$ cat config.mk
export PLATFORM = sky130hd
export DESIGN_NAME = sync_fifo_flags
export DESIGN_NICKNAME = d
export VERILOG_FILES = /design/src/rtl/sync_fifo_flags.sv
export SDC_FILE = /design/constraint.sdc
export NUM_CORES = 1
export LEC_CHECK = 0
export CAP_MARGIN = 20
export CORE_MARGIN = 3
export CORE_UTILIZATION = 61
export DETAILED_ROUTE_END_ITERATION = 12
export DONT_BUFFER_PORTS = 1
export MAX_ROUTING_LAYER = met4
export PLACE_DENSITY = 0.77
export SLEW_MARGIN = 10
export SYNTH_ARGS = -nofsm -noshare
export SYNTH_HDL_FRONTEND = slang
export SYNTH_SLANG_ARGS = --single-unit
$ cat constraint.sdc
create_clock -name clk -period 4.8 [get_ports clk]
set_input_delay 0.48 -clock clk [delete_from_list [all_inputs] [get_ports clk]]
set_output_delay 0.48 -clock clk [all_outputs]
set_load 0.05 [all_outputs]
$ cat src/rtl/sync_fifo_flags.sv
// sync_fifo_flags: single-clock FIFO with occupancy count, threshold flags and sticky error flags.
// FWFT=0 registers rdata on each accepted read; FWFT=1 shows the head entry whenever not empty.
module sync_fifo_flags #(
    parameter int DSIZE    = 8,
    parameter int ASIZE    = 4,
    parameter int AF_LEVEL = 12,
    parameter int AE_LEVEL = 2,
    parameter int FWFT     = 0
) (
    input  logic             clk,
    input  logic             rst,
    input  logic             winc,
    input  logic [DSIZE-1:0] wdata,
    input  logic             rinc,
    input  logic             clr_err,
    output logic [DSIZE-1:0] rdata,
    output logic             full,
    output logic             empty,
    output logic             almost_full,
    output logic             almost_empty,
    output logic [ASIZE:0]   count,
    output logic             overflow,
    output logic             underflow
);
    localparam int DEPTH = 1 << ASIZE;
    localparam logic [ASIZE:0] FULL_CNT = (ASIZE+1)'(DEPTH);
    localparam logic [ASIZE:0] AF_CNT = (ASIZE+1)'(AF_LEVEL);
    localparam logic [ASIZE:0] AE_CNT = (ASIZE+1)'(AE_LEVEL);

    logic [DSIZE-1:0] mem_q [DEPTH];
    logic [ASIZE-1:0] wptr_q, wptr_d, rptr_q, rptr_d;
    logic [ASIZE:0]   count_q, count_d;
    logic             ovf_q, ovf_d, udf_q, udf_d;
    logic [DSIZE-1:0] rdata_q, rdata_d;
    logic             wr_ok, rd_ok;

    assign count        = count_q;
    assign full         = count_q == FULL_CNT;
    assign empty        = count_q == '0;
    assign almost_full  = count_q >= AF_CNT;
    assign almost_empty = count_q <= AE_CNT;
    assign overflow     = ovf_q;
    assign underflow    = udf_q;
    assign rdata        = (FWFT != 0) ? (empty ? '0 : mem_q[rptr_q]) : rdata_q;

    always_comb begin
        wr_ok   = winc && !full;
        rd_ok   = rinc && !empty;
        wptr_d  = wr_ok ? wptr_q + ASIZE'(1) : wptr_q;
        rptr_d  = rd_ok ? rptr_q + ASIZE'(1) : rptr_q;
        count_d = (wr_ok && !rd_ok) ? count_q + (ASIZE+1)'(1) :
                  (rd_ok && !wr_ok) ? count_q - (ASIZE+1)'(1) : count_q;
        // a new error wins over a coincident clear
        ovf_d   = (winc && full) ? 1'b1 : clr_err ? 1'b0 : ovf_q;
        udf_d   = (rinc && empty) ? 1'b1 : clr_err ? 1'b0 : udf_q;
        rdata_d = (FWFT == 0 && rd_ok) ? mem_q[rptr_q] : rdata_q;
    end

    always_ff @(posedge clk) begin
        if (rst) begin
            wptr_q  <= '0;
            rptr_q  <= '0;
            count_q <= '0;
            ovf_q   <= 1'b0;
            udf_q   <= 1'b0;
            rdata_q <= '0;
        end else begin
            wptr_q  <= wptr_d;
            rptr_q  <= rptr_d;
            count_q <= count_d;
            ovf_q   <= ovf_d;
            udf_q   <= udf_d;
            rdata_q <= rdata_d;
        end
    end

    always_ff @(posedge clk) begin
        if (!rst && wr_ok) mem_q[wptr_q] <= wdata;
    end
endmodule
==> summary.md, run 1 <==
| Metric | Value |
|---|---|
| Pre-CTS setup slack | 1.485 ns |
| Clk root buf | clkbuf_8 |
| CP required | 5.21 ns |
| Number of global-route vias before repair | 3,276 |
| Ys flop type | edfxtp_1 |
| Critical Path Sink Type | flip-flop |
| Worst vdd ir | 329.6 uV |
| WL/cell | 23.22 um |
| Post-synth top area share | 63.55% |
| Final setup violation count | 0 |
| Post-synthesis register bit count | 151 |
| ANT nets after route | 0 |
| Outcome | finished clean |
| WS Path Type | reg2reg |
| Top sig layer | met4 |
| Post-synth EDFFs | 128 |
| # fillers | 560 |
| Critical Path Sink | count[4] |
| Nets@finish | 397 |
| Worst skew pair latency | 0.53 ns |
| GRT overflow | 0 |
| Least-Margin Pin Slew | 0.9795 ns |
| DR vias | 3,176 |
| H-Tree Depth | 4 |
| Synth top cells by count | 128 x edfxtp_1, 54 x nor2_1, 36 x mux2i_1, 23 x dfxtp_1 |
| Min cycle time layout | 3.363 ns |
| Routed wire length | 11,960 um |
| Multi-input gate area | 1642 um^2 |
| Port Buf Inserts | 0 |
| FP Rows | 35 |
| CTS sink cnt | 151 |
| Starting Density | 64.24% |
| Top cell type by total area after synthesis | edfxtp_1 |
| Core Area | 9415 um^2 |
| Count leader, synth | edfxtp_1 |
| Global-route wire length before repair | 18,860 um |
| Lkg Pwr | 2.188 nW |
| Power per cell area | 577.1 nW/um^2 |
| Die width | 105.6 um |
| TritonCTS buffer count | 17 |
| CP arrival | 3.77 ns |
| WL met1 | 4742 um |
| GRT Resource Usage Total | 24.15% |
| Fmax | 297.4 MHz |
| Post-synthesis net count | 392 |
| Clk slew on worst S/H paths | 0.06 ns |
| Worst reg2reg path depth | 9 |
| CTS tree | done |
| Number of hold violations in the final report | 0 |
| Routed vias/inst | 6.167 |
| Drt first pass iters | 4 |
| DRC | 0 |
| Origin of the critical flop-to-flop path | count[0] |
| Met3 routed WL | 1022 um |
| # IOs | 32 |
| Design area | 6804 um^2 |
| Inserted Diodes | 0 |
| Clock buffer depth | 2 |
| Global placement routability congestion | 0.7700 |
| Largest net degree at the start of global routing | 34 |
| CP startpoint kind | flip-flop |
| Layout cell share with drive strength beyond 1 | 15.54% |
| Mapped Area | 6048 um^2 |
| Crit path max fanout | 7 |
| Reg2reg end | count[4] |
| Setup ws final | 1.437 ns |
| Initial antenna violation count | 0 |
| Yosys cell types | 36 |
| DIE AREA | 11,150 um^2 |
| Setup Fix Bufs, Post-CTS | 0 |
| Number of max-cap violations | 0 |
| Final cycle utilization of the critical path | 70.06% |
| Post-DP Area | 6161 um^2 |
| R2R setup slack | 1.44 ns |
| Initial drt markers | 313 |
| Synthesis warning total | 0 |
| Layout area overhead | 12.49% |
| Synthesized area per cell | 16.39 um^2 |
| CP startpoint | count[0] |
| Post-synthesis async set-or-reset flop share | 0% |
| Sequential-to-total area share from yosys stat | 71.16% |
| RSZ-0062 raised after global routing | no |
| Pins over their slew limit | 0 |
| Met2 wire length | 6027 um |
| Synth top area cells | edfxtp_1 64%, dfxtp_1 7.6%, mux2i_1 6.0%, mux4_2 6.0%, nor2_1 3.4% |
| Die Y | 105.6 um |
| Post-layout total power | 3.927 mW |
| Min-delay worst type | in2reg |
| Sequential Area | 4305 um^2 |
| Clock skew | 0.01205 ns |
| Slew HR | 34.46% |
| Fin Hold WS | 0.02760 ns |
| Hpwl dp | 7424 um |
| Mapped Cells | 369 |
| Final setup TNS | 0 ns |
[final cells by class]
cell class / count / area share (%)
clock inverters: 14 / 3.218
well taps: 129 / 2.372
inverters: 6 / 0.3310
multi-input cells: 193 / 24.13
clock buffers: 17 / 6.087
flip-flops and latches: 151 / 63.28
repair buffers: 5 / 0.5885
[sequential cells by signal, summed over array words and instances, names as in the netlist]
| register | flops |
|---|---|
| count | 5 |
| mem_q | 128 |
| overflow | 1 |
| rdata | 8 |
| rptr_q | 4 |
| underflow | 1 |
| wptr_q | 4 |
[worst min path at each step]
stage | start | to | slack [ns] | cells past startpoint
2_1_floorplan | wptr_q[1] | wptr_q[1] | 0.53 | 2
3_3_place_gp | rst | rptr_q[2] | 0.55 | 1
3_5_place_dp | rst | rptr_q[2] | 0.55 | 1
4_1_cts | rst | rptr_q[0] | 0.001 | 1
5_1_grt | rst | rptr_q[0] | 0.007 | 1
6_report | rst | rptr_q[1] | 0.03 | 1
[timing repair]
item | in CTS | in global routing
hold buffers | 1 | 0
endpoints found under the hold margin | 14 | 0
endpoints found under the setup margin | 0 | 0
gates resized for setup | 0 | 0
[layout by cell type (no fill, tap or decap), drive strengths merged]
| cell | n |
|---|---|
| dlygate4sd3 | 1 |
| or3 | 2 |
| ha | 9 |
| fa | 1 |
| a21o | 2 |
| mux2 | 1 |
| buf | 4 |
| a21boi | 2 |
| nand2 | 7 |
| nand3 | 1 |
| o22ai | 16 |
| inv | 10 |
| clkinvlp | 1 |
| nor2b | 2 |
| a21oi | 3 |
| o211ai | 4 |
| a311oi | 8 |
| nor4 | 1 |
| o31ai | 1 |
| xor2 | 6 |
| and3 | 2 |
| nor2 | 54 |
| a2111oi | 1 |
| bufinv | 5 |
| a22oi | 10 |
| mux4 | 16 |
| xnor2 | 3 |
| edfxtp | 128 |
| mux2i | 36 |
| or3b | 1 |
| clkinv | 4 |
| or4 | 1 |
| clkbuf | 17 |
| nand3b | 3 |
| dfxtp | 23 |
[critical path, stage by stage (launching register included)]
cell,delay (ns)
dfxtp_1,0.81
nor4_2,0.15
a21boi_1,0.53
ha_1,0.27
inv_1,0.11
fa_1,0.41
a21o_1,0.19
a21oi_1,0.19
mux2i_1,0.24
mux2_1,0.34
[per-stage QoR]
step	util (%)	std cells
after detailed placement	65.44	483
after CTS	72.27	515
after global routing	72.27	515
after floorplan	-	369
final	72.27	515
after global placement	65.44	483
[metal layers]
layer | vias to the layer above | global-route usage [%]
met5 | - | -
met3 | 16 | 6.491
met4 | 0 | 9.158
met2 | 119 | 37.39
met1 | 1591 | 31.08
li1 | 1450 | -
[cells by family (layout without fill, tap and decap cells)]
family / after synthesis / count (layout) / share of synthesized area (%)
multiplexers: 53 / 53 / 12.10
XOR/XNOR: 9 / 9 / 1.303
AND/OR/NAND/NOR: 74 / 74 / 5.337
buffers and inverters: 25 / 42 / 1.800
AO/OA/AOI/OAI: 47 / 47 / 6.103
adder cells (fa/ha/maj): 10 / 10 / 2.193
flip-flops: 151 / 151 / 71.16
[report_power, final]
group          switching, mW  internal, mW
Sequential             0.258          1.50
Clock                  0.514         0.899
Combinational          0.455         0.301
Total                   1.23          2.70
No activity file was read; power rests on OpenSTA's default activity.
==> inputs of run 2 (changes only) <==
Settings changed: CORE_UTILIZATION 61 to 57, PLACE_DENSITY 0.77 to 0.75.
Clock period 4.8 ns to 2.7 ns, I/O delays scaled along.
==> run 2 against run 1 <==
  * Core utilization decreased by 2.8 points
  * Total power increased by 77%
  * Largest cell class unchanged
  * First-iteration DRC count decreased by 2.2%
==> summary.md, run 2 (same netlist as run 1, synthesis figures left out) <==
| Metric | Value |
|---|---|
| Outcome | finished clean |
| Core Area | 10,040 um^2 (+6.7%) |
| # IOs | 32 (unchanged) |
| Worst-path cell with the longest stage delay | nor4_4 |
| Pre-CTS setup slack | 0.1833 ns (-1.302 ns) |
| Die Y | 109.0 um (+3.3%) |
| Clock skew | 0.009266 ns (-0.002783 ns) |
| Layout area overhead | 15.31% |
| Clk root buf | clkbuf_8 |
| H-Tree Depth | 4 (unchanged) |
| GRT Resource Usage Total | 23.29% (-0.87 points) |
| Layout cell share with drive strength beyond 1 | 17.89% (+2.3 points) |
| Port Buf Inserts | 0 (unchanged) |
| Pint | 4.732 mW (+75%) |
| Power per cell area | 997.8 nW/um^2 (+73%) |
| CP required | 3.10 ns (-2.11 ns) |
| Least-Margin Pin Slew | 0.8768 ns (-0.1027 ns) |
| Sequential group share of total power | 43.1% (-1.7 points) |
| Critical Path Sink Type | flip-flop |
| DR vias | 3,258 (+2.6%) |
| Crit path max fanout | 5 (-2) |
| Final setup TNS | 0 ns (unchanged) |
| Die width | 109.0 um (+3.3%) |
| ANT nets after route | 0 (unchanged) |
| Starting Density | 60.21% (-4.0 points) |
| Nets@finish | 418 (+5.3%) |
| Routed vias/inst | 6.022 (-2.3%) |
| CP arrival | 2.93 ns (-0.84 ns) |
| CP startpoint kind | flip-flop |
| Number of hold violations in the final report | 0 (unchanged) |
| Worst skew pair latency | 0.52 ns (about the same) |
| Delay-heaviest family, CP | multiplexers |
| # fillers | 656 (+17%) |
| Min-delay worst type | in2reg |
| Max incr delay on CP | 0.35 ns (-0.46 ns) |
| RSZ-0062 raised after global routing | no |
| Switching power | 2.227 mW (+81%) |
| Global-route wire length before repair | 18,890 um (+0.15%) |
| Min cycle time layout | 2.527 ns (-0.8354 ns) |
| Number of max-cap violations | 0 (unchanged) |
| DRC | 0 (unchanged) |
| TritonCTS buffer count | 17 (unchanged) |
| Sequential Area | 4319 um^2 (+0.32%) |
| Lkg Pwr | 2.260 nW (+3.3%) |
| Initial drt markers | 306 (-2.2%) |
| Final cycle utilization of the critical path | 93.61% (+24 points) |
| WL/cell | 22.58 um (-2.7%) |
| Global placement routability congestion | 0.8236 (+7.0%) |
| Post-CTS resize count | 0 (unchanged) |
| Worst reg2reg path depth | 9 (unchanged) |
| DIE AREA | 11,880 um^2 (+6.6%) |
| Commonest non-fill, non-tap cell in the layout | edfxtp_1 |
| Routed wire length | 12,220 um (+2.2%) |
| Setup ws final | 0.1726 ns (-1.265 ns) |
| Clock power share | 32.6% (-3.4 points) |
| Clock buffer depth | 2 (unchanged) |
| Crit-path most repeated cell | ha_1 |
| Inserted Diodes | 0 (unchanged) |
| Combinational group share of total power | 24.3% (+5.1 points) |
| CTS sink cnt | 151 (unchanged) |
| Worst Path Buf+Inv | 1 (unchanged) |
| Initial antenna violation count | 0 (unchanged) |
| Sw Share | 32.01% (+0.75 points) |
| Number of global-route vias before repair | 3,343 (+2.0%) |
| GRT overflow | 0 (unchanged) |
| Drt first pass iters | 5 (+1) |
| Most flop-heavy register | mem_q |
| FP Rows | 36 (+2.9%) |
| Final setup violation count | 0 (unchanged) |
| Clk slew on worst S/H paths | 0.06 ns (about the same) |
| CTS tree | done |
| Hpwl dp | 7567 um (+1.9%) |
| Cell count of the worst hold path | 3 (+2) |
| Multi-input gate area | 1660 um^2 (+1.1%) |
| WS Path Type | reg2reg |
| Max reg flops | 128 (unchanged) |
| Largest net degree at the start of global routing | 27 (-21%) |
| Commonest cells after routing, fill and taps aside | 128 x edfxtp_1, 54 x nor2_1, 36 x mux2i_1 |
| Slew HR | 41.35% (+6.9 points) |
| Fmax | 395.7 MHz (+33%) |
| Cell Chain, Critical Path | nor4_4 -> a21boi_1 -> ha_1 -> inv_1 -> ha_1 -> a21o_1 -> a21oi_1 -> mux2i_1 -> mux2_1 |
| Crit path depth | 9 (unchanged) |
| Worst vdd ir | 693.7 uV (+110%) |
| Pins over their slew limit | 0 (unchanged) |
-- run 2: changes by cell type in the layout (fill, tap and decap cells not counted), moves of 2 or more --
cell,change
dfxtp_4,+3
dfxtp_2,+2
buf_4,+9
dfxtp_1,-5
bufinv_16,-2
inv_6,-3
clkbuf_1,+3
clkinvlp_4,+2
dlygate4sd3_1,+12
-- run 2: final cells by class --
class	instances	share of cell area, %
Sequential cell	151	61.93
Multi-Input combinational cell	193	23.81
Clock buffer	20	6.100
Timing Repair Buffer	26	3.265
Tap cell	133	2.386
Clock inverter	12	2.189
Inverter	6	0.3229
-- run 2: power by group through the flow --
stage	logic (mW)	clock network (mW)	registers, mW
6_report	1.69	2.27	3.00
3_5_place_dp	1.63	0	3.05
2_1_floorplan	1.18	0	3.13
3_3_place_gp	1.59	0	3.04
5_1_grt	1.84	2.41	3.02
4_1_cts	1.69	2.30	3.00
-- run 2: stage by stage --
step	instances	power (mW)	area, um^2	util [%]	hold WS [ns]
after floorplan	369	4.306	6091	-	0.3689
after global placement	496	4.631	6266	62.38	0.3393
after detailed placement	496	4.678	6266	62.38	0.3382
after CTS	541	6.992	6974	69.43	0.009697
after global routing	541	7.266	6974	69.43	0.03525
final	541	6.959	6974	69.43	0.02747
-- run 2: path summary, 6_finish.rpt --
check,startpoint,end,slack [ns]
max,count[0],count[4],0.17
min reg2reg,wptr_q[1],wptr_q[1],0.59
min,clr_err,underflow,0.03
max reg2reg,count[0],count[4],0.17
-- run 2: tightest hold or removal path, cell delays in order --
cell	delay, ns
inv_1	0.06
a22oi_1	0.08
nor2_1	0.09
-- run 2: metal layers --
layer  share of wire (%)  vias to the layer above  global-route usage, %
met5                   0                        -                      -
met4                 1.7                        0                  9.288
met3                 8.9                       14                  5.980
met2                  49                      141                  34.91
met1                  41                     1618                  30.84
li1                    -                     1485                      -
-- run 2: what timing repair did --
item,4_1_cts,5_1_grt
hold endpoints to repair,151,0
hold buffers,13,0
setup buffers,0,0
endpoints found under the setup margin,0,1
